[src/rtl/ctrl_encoder.sv]
// ctrl_encoder
//   Encodes a decoded control bundle (flags + register fields + immediate)
//   back into a 32-bit RV32 instruction word and streams the words into
//   instruction memory through a small FIFO. Each memory write advances the
//   byte address by 4 from BASE_ADDR. Bundles that match no instruction
//   class are consumed but not queued, and raise a sticky error flag.
//
// Ports
//   clk, arst_n        clock (rising edge), asynchronous active-low reset
//   start              one-cycle flush: empties FIFO, reloads address, clears errors
//   in_valid/in_ready  bundle handshake; in_ready depends only on FIFO fullness
//   alu_src..jump      control flags of the bundle
//   alu_op             2-bit ALUOp (00 add, 01 sub, 10 R-type)
//   rd, rs1, rs2       register fields
//   funct3, funct7     function fields
//   imm                21-bit immediate, sign in imm[20]
//   imem_valid/ready   memory write handshake, valid whenever FIFO non-empty
//   imem_addr          byte address of current write
//   imem_wdata         encoded word at FIFO head (0 when empty)
//   count              FIFO occupancy
//   err_illegal        sticky flag: an unencodable bundle was consumed
//   illegal_cnt        saturating count of consumed illegal bundles
//
// Build option
//   CTRL_ENC_ILLEGAL_CNT_EN  when defined, builds the illegal-bundle counter;
//                            otherwise illegal_cnt is tied to 0.

module ctrl_encoder #(
    parameter int                 DEPTH     = 4,
    parameter int                 ADDR_W    = 32,
    parameter logic [ADDR_W-1:0]  BASE_ADDR = '0
) (
    input  logic                      clk,
    input  logic                      arst_n,
    input  logic                      start,
    input  logic                      in_valid,
    output logic                      in_ready,
    input  logic                      alu_src,
    input  logic                      mem_2_reg,
    input  logic                      reg_write,
    input  logic                      mem_read,
    input  logic                      mem_write,
    input  logic                      branch,
    input  logic                      jump,
    input  logic [1:0]                alu_op,
    input  logic [4:0]                rd,
    input  logic [4:0]                rs1,
    input  logic [4:0]                rs2,
    input  logic [2:0]                funct3,
    input  logic [6:0]                funct7,
    input  logic [20:0]               imm,
    output logic                      imem_valid,
    input  logic                      imem_ready,
    output logic [ADDR_W-1:0]         imem_addr,
    output logic [31:0]               imem_wdata,
    output logic [$clog2(DEPTH):0]    count,
    output logic                      err_illegal,
    output logic [7:0]                illegal_cnt
);

    localparam int AW = $clog2(DEPTH);
    localparam int CW = AW + 1;
    localparam logic [CW-1:0] FULL_CNT = CW'(DEPTH);

    logic [31:0]   mem [DEPTH];
    logic [AW-1:0] wr_ptr;
    logic [AW-1:0] rd_ptr;
    logic          empty;
    logic          full;
    logic          take;
    logic          push;
    logic          pop;
    logic          illegal;
    logic          legal;
    logic [31:0]   enc_word;

    // Priority-ordered class match; first hit wins.
    always_comb begin
        legal    = 1'b1;
        enc_word = '0;
        if (jump && reg_write && mem_2_reg) begin
            enc_word = {imm[20], imm[10:1], imm[11], imm[19:12], rd, 7'b1101111};
        end else if (branch && alu_op == 2'b01) begin
            enc_word = {imm[12], imm[10:5], rs2, rs1, funct3, imm[4:1], imm[11], 7'b1100011};
        end else if (mem_read && reg_write && alu_src && mem_2_reg) begin
            enc_word = {imm[11:0], rs1, funct3, rd, 7'b0000011};
        end else if (mem_write && alu_src) begin
            enc_word = {imm[11:5], rs2, rs1, funct3, imm[4:0], 7'b0100011};
        end else if (reg_write && alu_src && !mem_2_reg) begin
            enc_word = {imm[11:0], rs1, funct3, rd, 7'b0010011};
        end else if (reg_write && !alu_src && alu_op == 2'b10) begin
            enc_word = {funct7, rs2, rs1, funct3, rd, 7'b0110011};
        end else begin
            legal    = 1'b0;
        end
    end

    assign empty      = (count == '0);
    assign full       = (count == FULL_CNT);
    assign in_ready   = !full;
    assign imem_valid = !empty;
    assign imem_wdata = empty ? 32'h0 : mem[rd_ptr];

    // start wins over both FIFO ports in the same cycle.
    assign take    = in_valid && in_ready;
    assign push    = take && legal && !start;
    assign pop     = imem_valid && imem_ready && !start;
    assign illegal = take && !legal && !start;

    always_ff @(posedge clk) begin
        if (push) begin
            mem[wr_ptr] <= enc_word;
        end
    end

    always_ff @(posedge clk or negedge arst_n) begin
        if (!arst_n) begin
            wr_ptr      <= '0;
            rd_ptr      <= '0;
            count       <= '0;
            imem_addr   <= BASE_ADDR;
            err_illegal <= 1'b0;
        end else if (start) begin
            wr_ptr      <= '0;
            rd_ptr      <= '0;
            count       <= '0;
            imem_addr   <= BASE_ADDR;
            err_illegal <= 1'b0;
        end else begin
            if (push) begin
                wr_ptr <= wr_ptr + 1'b1;
            end
            if (pop) begin
                rd_ptr    <= rd_ptr + 1'b1;
                imem_addr <= imem_addr + ADDR_W'(4);
            end
            case ({push, pop})
                2'b10:   count <= count + 1'b1;
                2'b01:   count <= count - 1'b1;
                default: count <= count;
            endcase
            if (illegal) begin
                err_illegal <= 1'b1;
            end
        end
    end

`ifdef CTRL_ENC_ILLEGAL_CNT_EN
    logic [7:0] ill_cnt_q;

    always_ff @(posedge clk or negedge arst_n) begin
        if (!arst_n) begin
            ill_cnt_q <= '0;
        end else if (start) begin
            ill_cnt_q <= '0;
        end else if (illegal && ill_cnt_q != 8'hFF) begin
            ill_cnt_q <= ill_cnt_q + 1'b1;
        end
    end

    assign illegal_cnt = ill_cnt_q;
`else
    assign illegal_cnt = 8'h00;
`endif

endmodule

[config.mk]
export PLATFORM = sky130hd
export DESIGN_NAME = ctrl_encoder
export DESIGN_NICKNAME = d
export VERILOG_FILES = /design/src/rtl/ctrl_encoder.sv
export SDC_FILE = /design/constraint.sdc
export NUM_CORES = 1
export LEC_CHECK = 0
export CORE_AREA = 5 5 123 113
export CTS_BUF_LIST = sky130_fd_sc_hd__clkbuf_2
export DETAILED_ROUTE_END_ITERATION = 16
export DIE_AREA = 0 0 128 118
export PLACE_DENSITY = 0.95
export SLEW_MARGIN = 20
export SYNTH_ARGS = -nofsm -noshare
export SYNTH_HDL_FRONTEND = slang
export SYNTH_SLANG_ARGS = --single-unit
export TNS_END_PERCENT = 50
[constraint.sdc]
create_clock -name clk -period 3.46 [get_ports clk]
set_clock_uncertainty 0.05 [all_clocks]
set_input_delay 0.346 -clock clk [delete_from_list [all_inputs] [get_ports clk]]
set_output_delay 0.346 -clock clk [all_outputs]
set_load 0.005 [all_outputs]
==> run summary <==
The run finished with clean final reports. In this run the critical register-to-register path is launched from imem_addr[5]. The number of global-route vias before repair is 4696. The clock-pin slew on the worst setup and hold paths is 230 ps. The top cell types in the final layout, fill and taps aside, are 126 x sky130_fd_sc_hd__clkdlybuf4s50_1, 120 x sky130_fd_sc_hd__edfxtp_1, 44 x sky130_fd_sc_hd__nor2_1.

The design draws 4.95 mW. The detail route stage leaves a number of antenna-violating nets equal to 0. Sequential cells were found to cover 64.8% of the synthesized design area. The path class of the tightest hold or removal check is in2async. For this run, the number of Yosys warnings is 0. Leaving out fill and tap cells, the most frequent cell in the layout is sky130_fd_sc_hd__clkdlybuf4s50_1.

The clock sink total was 158; the peak fanout along the critical path was 17. The net count of the finished layout is 673. The finished layout holds 784 standard cells, fillers aside.

The measured slew at the worst slew-check pin is 876 ps, and the maximum number of pins on one net before global-route repair is 39. The later pin in the worst-skew pair is clocked with a latency of 690 ps. The area overhead of the layout relative to synthesis is 25.7%, and the highest clock rate is 307 MHz. The first global-routing pass estimated 25300 µm of wire. The height of the die came out at 118 µm. The average wire per standard cell works out to 20.8 µm. Summing all non-filler instances in the final layout gives an area of 0.00883 mm².

CTS placed an instance of sky130_fd_sc_hd__clkbuf_2 at the clock tree root. The half-perimeter wire length after detailed placement came out at 11100 µm. The number of placed instances, taps included, is 749.

Wire length reported by the detailed router: 16300 µm. The signal on the critical path passes through nor3_4 -> clkinvlp_4 -> and2_1 -> clkdlybuf4s50_1. The analysis attributes to cell leakage a power of 3.19 nW. The tools report the effective utilization at floorplan as 56.2%. On the critical path, the stage with the largest delay is an instance of sky130_fd_sc_hd__dfrtp_2.

Counting distinct cell types in the post-synthesis netlist gives 49. The initial antenna violation count was 0. Among all flip-flop cells after synthesis, the most frequent one is sky130_fd_sc_hd__edfxtp_1.

The worst setup path is launched from a register. Global router's overall resource usage: 21.7%. The die covers 0.0151 mm². The run gives 7 as the iteration count of the initial detailed-routing pass. In this run the count of I/O pins placed on the die edge is 138.

Buffers inserted during clock tree synthesis total 17. The run gives 4546 as the via total after detailed routing. For this run the aggregate overflow at the end of global routing stands at 0.

The width of the chip was 128 µm. The data arrival at the endpoint of the critical path was 2860 ps. Grouping stages by cell kind, the critical path spends the most delay in buffers and inverters. The post-synthesis area per instance works out to 15.1 µm². STA classifies the critical path endpoint as an output port. The global placement routability congestion was 0.912. The worst setup path is of the reg2out kind. The floorplan has 39 rows. The DRC violations left is 0, and the shortest period the worst path allows is 3260 ps. The mapped netlist covers 0.00702 mm². Setup repair after global routing left no endpoint under its margin.

Start point of the critical path: count[2]. The fraction of registers with async set/reset is 24.1%, and the final core utilization is 70.7%. In the routed layout, each cell is associated on average with a via count of 5.80. The worst path uses 94.2% of the clock period.

Of the cells placed in the final design, the portion with a size suffix greater than 1 is 15.2%. IR analysis of the VDD net gives a maximum drop of 0.000283 V. Maximum level of the CTS H-tree: 4. The run gives 0 as the final-report hold violation count.

The number of input and output port buffers inserted is 127, and the critical path data required time is 3060 ps. The run gives 0 as the number of max-slew violations in the final report. The run gives 0.0125 mm² as the placeable core region. In this run the tightest slew margin relative to its limit is 41.6%. The tool flagged a number of max-cap violations equal to 0.

The count of flip-flops with a built-in enable after synthesis was 120. After detailed placement, the total cell area comes to 0.00852 mm². Setup violations remaining at the end of the flow were counted as 0. TritonCTS built the clock tree. The number of buffers between clock root and the deepest sink is 2, and the number of flip-flops and latches in the synthesized netlist is 158. 0 antenna diodes ended up in the layout.

For this run, the slowest stage of the critical path takes 520 ps. Counting every instance in the synthesized netlist gives 465. Counting both buffers and inverters, the worst setup path holds a total of 2. Dividing total power by cell area gives a power density of 561 mW/mm². In this run, the number of DRC markers left after iteration 0 of detailed routing was 431.
==> timing repair <==
item,in CTS,in global routing
gates resized for setup,0,8
gates cloned,0,1
hold endpoints to repair,38,0
pin swaps,0,0
hold buffers,1,0
setup buffers,0,1
setup endpoints to repair,24,33
==> path summary, 6_finish.rpt <==
check,end,cells after the start,slack [ps]
worst min-delay path,imem_addr[4],2,240
worst max-delay path,imem_wdata[10],4,200
worst max register to register,imem_addr[29],5,990
min in group clk,err_illegal,2,320
worst min register to register,err_illegal,2,520
max in group asynchronous,rd_ptr[0],2,2490
==> cells by family after synthesis <==
| family | count (synthesis) | synth area share [%] |
|---|---|---|
| simple gates | 157 | 12.1 |
| other cells | 1 | 0.0534 |
| buf+inv | 35 | 2.58 |
| mux | 36 | 10.6 |
| fa+ha+maj | 6 | 1.18 |
| flops | 158 | 64.8 |
| compound gates | 43 | 5.01 |
| xor+xnor | 29 | 3.62 |
==> flip-flops by register name, indices dropped and copies added (netlist names) <==
signal / count
imem_addr: 30
mem: 120
rd_ptr: 2
err_illegal: 1
count: 3
wr_ptr: 2
==> final cells by class <==
| type | instances | area, µm² |
|---|---|---|
| flip-flops and latches | 158 | 4560 |
| fillers | 818 | 3660 |
| multi-input cells | 281 | 2330 |
| repair buffers | 142 | 1430 |
| well taps | 164 | 205 |
| clock inverters | 13 | 166 |
| clock buffers | 19 | 95.1 |
| inverters | 6 | 26.3 |
| repair inverters | 1 | 7.51 |
==> synthesized netlist by cell type, types with 2 or more instances <==
library cell / number / area share, %
sky130_fd_sc_hd__nand2_1: 16 / 0.86
sky130_fd_sc_hd__nand4_1: 6 / 0.53
sky130_fd_sc_hd__or2_2: 2 / 0.18
sky130_fd_sc_hd__buf_1: 2 / 0.11
sky130_fd_sc_hd__buf_4: 12 / 1.3
sky130_fd_sc_hd__mux2i_1: 3 / 0.43
sky130_fd_sc_hd__nor2b_1: 3 / 0.27
sky130_fd_sc_hd__or3_1: 5 / 0.45
sky130_fd_sc_hd__and4_1: 4 / 0.50
sky130_fd_sc_hd__o21ai_0: 5 / 0.36
sky130_fd_sc_hd__xor2_1: 23 / 2.9
sky130_fd_sc_hd__clkbuf_1: 11 / 0.59
sky130_fd_sc_hd__buf_2: 4 / 0.29
sky130_fd_sc_hd__edfxtp_1: 120 / 51
sky130_fd_sc_hd__ha_1: 5 / 0.89
sky130_fd_sc_hd__xnor2_1: 6 / 0.75
sky130_fd_sc_hd__and2_1: 36 / 3.2
sky130_fd_sc_hd__nor2_1: 44 / 2.4
sky130_fd_sc_hd__mux4_2: 30 / 9.6
sky130_fd_sc_hd__a21oi_1: 8 / 0.57
sky130_fd_sc_hd__inv_1: 5 / 0.27
sky130_fd_sc_hd__nand2b_1: 3 / 0.27
sky130_fd_sc_hd__and3_1: 3 / 0.27
sky130_fd_sc_hd__nor3_1: 4 / 0.29
sky130_fd_sc_hd__a22o_1: 23 / 2.9
sky130_fd_sc_hd__nor3b_1: 3 / 0.32
sky130_fd_sc_hd__nand3_1: 20 / 1.4
sky130_fd_sc_hd__dfrtp_1: 38 / 14
==> report_power, final <==
| part | internal, mW | total, mW | switching, mW | leakage (nW) |
|---|---|---|---|---|
| combinational | 0.934 | 1.63 | 0.697 | 1.42 |
| sequential | 2.15 | 2.26 | 0.110 | 1.62 |
| clock | 0.413 | 1.06 | 0.649 | 0.152 |
==> per-stage QoR <==
step                      setup TNS [ps]  hold slack (ps)  setup WS, ps
after global routing                   0              242          22.2
after global placement                 0              432           744
final                                  0              243           200
after CTS                           -485              196         -58.9
after floorplan                        0            0.409          1170
after detailed placement               0              452           575
==> per-layer routing <==
layer / vias up / wire length [µm] / global-route usage [%]
met4: 0 / 237 / 6.96
li1: 2028 / - / -
met1: 2272 / 6490 / 28.6
met3: 20 / 1250 / 5.49
met2: 226 / 8330 / 35.5
met5: - / 0 / 0
Note: power is estimated with default switching activity, not from simulation.
